`src/rtl/id_stage.sv`:
```
// Instruction-decode stage: IF/ID capture, field decode, sign-extended immediate,
// load-use interlock, branch flush, downstream stall and HALT handling.
module id_stage #(
  parameter int unsigned BUBBLE_CNT_W = 8
) (
  input  logic                    clock,
  input  logic                    reset,
  input  logic [15:0]             instrucao,
  input  logic                    if_valid,
  input  logic                    flush,
  input  logic                    ex_stall,
  output logic                    hold_if,
  output logic                    id_valid,
  output logic [3:0]              op,
  output logic [3:0]              rd_addr,
  output logic [3:0]              rs_addr,
  output logic [3:0]              rt_addr,
  output logic [15:0]             imm16,
  output logic                    reg_write,
  output logic                    mem_read,
  output logic                    mem_write,
  output logic                    branch,
  output logic                    jump,
  output logic                    illegal,
  output logic                    halted,
  output logic [BUBBLE_CNT_W-1:0] bubble_cnt
);

  localparam logic [3:0] OP_ADD  = 4'h1;
  localparam logic [3:0] OP_SUB  = 4'h2;
  localparam logic [3:0] OP_AND  = 4'h3;
  localparam logic [3:0] OP_OR   = 4'h4;
  localparam logic [3:0] OP_ADDI = 4'h5;
  localparam logic [3:0] OP_LW   = 4'h6;
  localparam logic [3:0] OP_SW   = 4'h7;
  localparam logic [3:0] OP_JMP  = 4'h8;
  localparam logic [3:0] OP_BEQZ = 4'h9;
  localparam logic [3:0] OP_HALT = 4'hF;

  typedef enum logic [1:0] {
    S_RUN       = 2'd0,
    S_INTERLOCK = 2'd1,
    S_HALTED    = 2'd2
  } state_t;

  typedef struct packed {
    logic        valid;
    logic [3:0]  op;
    logic [3:0]  rd;
    logic [3:0]  rs;
    logic [3:0]  rt;
    logic [15:0] imm16;
    logic        reg_write;
    logic        mem_read;
    logic        mem_write;
    logic        branch;
    logic        jump;
    logic        illegal;
  } dec_t;

  state_t state_q, state_d;
  dec_t   dec_c, id_q;
  logic   uses_rs_rt_c, uses_rd_c, hazard_c, is_halt_c;
  logic   load_en_c, load_bubble_c, cnt_inc_c;

  // Combinational decode of the incoming fetch word
  always_comb begin
    dec_c        = '0;
    uses_rs_rt_c = 1'b0;
    uses_rd_c    = 1'b0;
    dec_c.valid  = 1'b1;
    dec_c.op     = instrucao[15:12];
    dec_c.rd     = instrucao[11:8];
    dec_c.rs     = instrucao[7:4];
    dec_c.rt     = instrucao[3:0];
    case (instrucao[15:12])
      OP_ADD, OP_SUB, OP_AND, OP_OR: begin
        dec_c.reg_write = 1'b1;
        uses_rs_rt_c    = 1'b1;
      end
      OP_ADDI: begin
        dec_c.reg_write = 1'b1;
        dec_c.imm16     = {{8{instrucao[7]}}, instrucao[7:0]};
        uses_rd_c       = 1'b1;
      end
      OP_LW: begin
        dec_c.reg_write = 1'b1;
        dec_c.mem_read  = 1'b1;
        uses_rs_rt_c    = 1'b1;
      end
      OP_SW: begin
        dec_c.mem_write = 1'b1;
        uses_rs_rt_c    = 1'b1;
      end
      OP_JMP: begin
        dec_c.jump  = 1'b1;
        dec_c.imm16 = {{4{instrucao[11]}}, instrucao[11:0]};
      end
      OP_BEQZ: begin
        dec_c.branch = 1'b1;
        dec_c.imm16  = {{8{instrucao[7]}}, instrucao[7:0]};
        uses_rd_c    = 1'b1;
      end
      4'hA, 4'hB, 4'hC, 4'hD, 4'hE: dec_c.illegal = 1'b1;
      default: ;
    endcase
  end

  // Load-use: a valid LW writing a non-zero register feeds the incoming word
  always_comb begin
    hazard_c = 1'b0;
    if (id_q.valid && (id_q.op == OP_LW) && (id_q.rd != 4'h0) && if_valid) begin
      hazard_c = (uses_rs_rt_c && ((dec_c.rs == id_q.rd) || (dec_c.rt == id_q.rd))) ||
                 (uses_rd_c && (dec_c.rd == id_q.rd));
    end
  end

  assign is_halt_c = if_valid && (instrucao[15:12] == OP_HALT);

  always_ff @(posedge clock) begin
    if (reset) state_q <= S_RUN;
    else       state_q <= state_d;
  end

  always_comb begin
    state_d = state_q;
    if (flush) begin
      if (state_q != S_HALTED) state_d = S_RUN;
    end else if (!ex_stall) begin
      case (state_q)
        S_RUN, S_INTERLOCK: begin
          if (hazard_c)       state_d = S_INTERLOCK;
          else if (is_halt_c) state_d = S_HALTED;
          else                state_d = S_RUN;
        end
        default: state_d = S_HALTED;
      endcase
    end
  end

  // Pipeline-register controls and fetch hold
  always_comb begin
    load_en_c     = 1'b0;
    load_bubble_c = 1'b0;
    cnt_inc_c     = 1'b0;
    if (flush) begin
      load_en_c     = 1'b1;
      load_bubble_c = 1'b1;
    end else if (!ex_stall) begin
      load_en_c = 1'b1;
      if ((state_q == S_HALTED) || hazard_c || !if_valid) load_bubble_c = 1'b1;
      cnt_inc_c = hazard_c && (state_q != S_HALTED);
    end
    hold_if = (state_q == S_HALTED) || (!flush && (hazard_c || ex_stall));
  end

  always_ff @(posedge clock) begin
    if (reset) begin
      id_q       <= '0;
      bubble_cnt <= '0;
    end else if (load_en_c) begin
      id_q <= load_bubble_c ? '0 : dec_c;
      if (cnt_inc_c && (bubble_cnt != '1)) bubble_cnt <= bubble_cnt + BUBBLE_CNT_W'(1);
    end
  end

  assign id_valid  = id_q.valid;
  assign op        = id_q.op;
  assign rd_addr   = id_q.rd;
  assign rs_addr   = id_q.rs;
  assign rt_addr   = id_q.rt;
  assign imm16     = id_q.imm16;
  assign reg_write = id_q.reg_write;
  assign mem_read  = id_q.mem_read;
  assign mem_write = id_q.mem_write;
  assign branch    = id_q.branch;
  assign jump      = id_q.jump;
  assign illegal   = id_q.illegal;
  assign halted    = (state_q == S_HALTED);

endmodule

```
`config.mk`:
```
export PLATFORM = sky130hd
export DESIGN_NAME = id_stage
export DESIGN_NICKNAME = d
export VERILOG_FILES = /design/src/rtl/id_stage.sv
export SDC_FILE = /design/constraint.sdc
export NUM_CORES = 1
export LEC_CHECK = 0
export CORE_MARGIN = 3
export CORE_UTILIZATION = 50
export CTS_CLUSTER_DIAMETER = 40
export DETAILED_ROUTE_END_ITERATION = 8
export PLACE_DENSITY = 0.95
export SYNTH_ARGS = -nofsm -noshare
export SYNTH_HDL_FRONTEND = slang
export SYNTH_SLANG_ARGS = --single-unit
```
`constraint.sdc`:
```
create_clock -name clock -period 5.6 [get_ports clock]
set_input_delay 1.4 -clock clock [delete_from_list [all_inputs] [get_ports clock]]
set_output_delay 1.4 -clock clock [all_outputs]
set_load 0.02 [all_outputs]
```
==> impl_metrics.toml <==
[power_and_ir_drop]
p_sw_w = 0.0001448
pwr-share-clk_pct = 33.4
finalPower_w = 0.0005959
swShare_pct = 24.30
power_per_cell_area_nw_per_um2 = 202.3
power_frac_comb_pct = 11.9
power_leakage_nw = 1.100
pwr-share-seq_pct = 54.8
ir_drop_mv = 0.2212
internal-power_w = 0.0004511

[placed_design]
place_hpwl_um = 4194
placed_cell_area_um2 = 2855
gp_congestion = 0.8285
port_buffers = 69

[synth]
async_flop_share_pct = 0
yosysTopAreaCell = "dfxtp_1"
synth_top_area_share_pct = 41.05
synth.distinct_cells = 41
synth_edf_count = 0
synth.area.top_cells = "dfxtp_1, nand2_1, o21ai_0, xor2_1, inv_1"
synthFlopType = "dfxtp_1"
netlist_instances = 264
synth.avg_cell_area_um2 = 8.313
yosys_warnings = 0
seq_area_frac_synth_pct = 41.05
syn_nets = 286
synth_area_um2 = 2195
synth_most_common_cell = "nand2_1"
synth_seq_cells = 45
ys_top_cells_by_count = "nand2_1, dfxtp_1, o21ai_0, inv_1, xor2_1"

[timing]
tightest_slew_ps = 868.6
finalSetupViolCount = 0
final.setup.tns_ps = 0
drv_slew = 0
hold_ws_ps = 455.8
rsz0062_at_grt = "no"
skew_ps = 6.996
fin_crit_sh_pct = 91.07
relSlewSlack_pct = 41.56
hold_violations = 0
max_freq_ghz = 0.1961
min_period_ps = 5100

[cells_and_area]
areaGrowthSynthToFinish_pct = 34.21
n_fill_cell = 296
drive_above_1_share_pct = 8.385
nNetsFinal = 344
utilization_pct = 71.57
register_area_um2 = 900.9
design_area_um2 = 2945
multi_input_area_um2 = 1100
antenna_cells = 0

[setup_path]
rrSetupSlack_ps = 3240
end_kind = "output port"
crit_arrival_ps = 3700
crit_required_ps = 4200
critPathMaxFanout = 7
crit_path_start_kind = "input pin"
critPathKind = "in2out"

[floorplanning]
die-height_um = 72.25
rows = 23
core_area_um2 = 4115
io_pins = 70
initial_core_util_pct = 53.33
die_w_um = 72.25
dieArea_um2 = 5220

[clocking]
cts-htree-levels = 2
cts_resized = 0
root_buffer = "clkbuf_8"
cts_sinks = 45
cts_buffer_depth = 2
ctsHoldBuffers = 0
cts.reportedPaths.clkPinSlew_ps = 80
post_cts_buffers = 0
worstSkewPairLatency_ps = 290
numCtsBuffers = 5
cts_tree = "yes"

[routing]
ant_nets = 0
drc = 0
wl_per_cell_um = 15.10
first_pass_iters = 4
routed_wl_um = 5616
routed-via-count = 2047
drtIter0Drc = 169
vias_per_cell = 5.503

[hold_path]
hp-class = "reg2reg"

[global_route]
grtUsageTotal_pct = 21.76
antenna_found_initial = 0
grt_max_degree = 34
grt_pass1_vias = 1846
grt_first_pass_wirelength_um = 8970
grt-ovfl-total = 0

[flow_run]
drv_cap = 0

[status]
status = "finished, final reports clean"
## kinds of logic (layout without fill, tap and decap cells)
kind of cell             count (synthesis)  after routing  share of synthesized area (%)
AO/OA/AOI/OAI                           54             54                          17.33
XOR/XNOR                                14             14                          5.587
adder cells (fa/ha/maj)                  1              1                         0.5700
buffers and inverters                   41             99                          9.065
flip-flops                              45             45                          41.05
multiplexers                             8              8                          4.048
AND/OR/NAND/NOR                        101            101                          22.35
## cell type report
class                   count  share of cell area [%]
inverters                  19                   2.421
well taps                  50                   2.124
clock inverters             1                  0.2549
multi-input cells         178                   37.34
clock buffers               6                   2.804
flip-flops and latches     45                   30.59
repair buffers             73                   24.47
## flip-flops by register name (all words and copies together) (netlist names), 2 cells and up
signal      flops
bubble_cnt      8
rs_addr         4
rt_addr         4
state_q         2
op              4
imm16          12
rd_addr         4
## layer usage
metal / wire (µm) / vias to the layer above / track usage [%]
met4: 160 / 0 / 8.351
met2: 2581 / 87 / 33.67
met3: 397 / 16 / 4.155
met5: 0 / - / 0
li1: - / 1005 / -
met1: 2477 / 939 / 29.99
## final timing paths
path            startpoint            end  cells after the start
max          instrucao[12]        hold_if                      7
min reg2reg       imm16[5]       imm16[5]                      2
max reg2reg  bubble_cnt[0]  bubble_cnt[5]                      6
min               imm16[5]       imm16[5]                      2
## power by group through the flow
stage               registers (W)   logic, W  clock network (W)
floorplan                0.000337  0.0000341                  0
global placement         0.000334  0.0000681                  0
detailed placement       0.000334  0.0000697                  0
CTS                      0.000326  0.0000702           0.000202
global route             0.000327  0.0000762           0.000214
finish                   0.000326  0.0000706           0.000199
## stage by stage
stage               setup slack, ps  instances
finish                        500.2        372
global route                  372.4        372
CTS                           518.9        372
detailed placement            522.5        365
global placement              550.2        365
floorplan                      1726        264
## worst max-delay path, cell delays in order
cell and delay, ps:
clkdlybuf4s50_1 610, inv_1 140, nor3_1 340, nand3_1 280
a31oi_1 210, or2_2 130, clkdlybuf4s50_1 590
## cell usage in the layout (no fill, tap or decap), drive strengths merged, types with 2 or more instances in the layout
| master | synthesis | routed |
|---|---|---|
| nand2 | 52 | 52 |
| nor2 | 11 | 11 |
| buf | 13 | 4 |
| o21ai | 21 | 21 |
| xnor2 | 2 | 2 |
| nor2b | 8 | 8 |
| inv | 19 | 19 |
| or2 | 2 | 2 |
| dfxtp | 45 | 45 |
| a2111oi | 3 | 3 |
| nand4 | 3 | 3 |
| mux2 | 7 | 7 |
| o31ai | 9 | 9 |
| nand3 | 8 | 8 |
| a21oi | 10 | 10 |
| nor4 | 5 | 5 |
| a211oi | 3 | 3 |
| clkbuf | 9 | 6 |
| nand2b | 2 | 2 |
| o41ai | 3 | 3 |
| xor2 | 12 | 12 |
| nor3 | 6 | 6 |
| clkdlybuf4s50 | 0 | 69 |
Note: power is estimated with default switching activity, not from simulation.
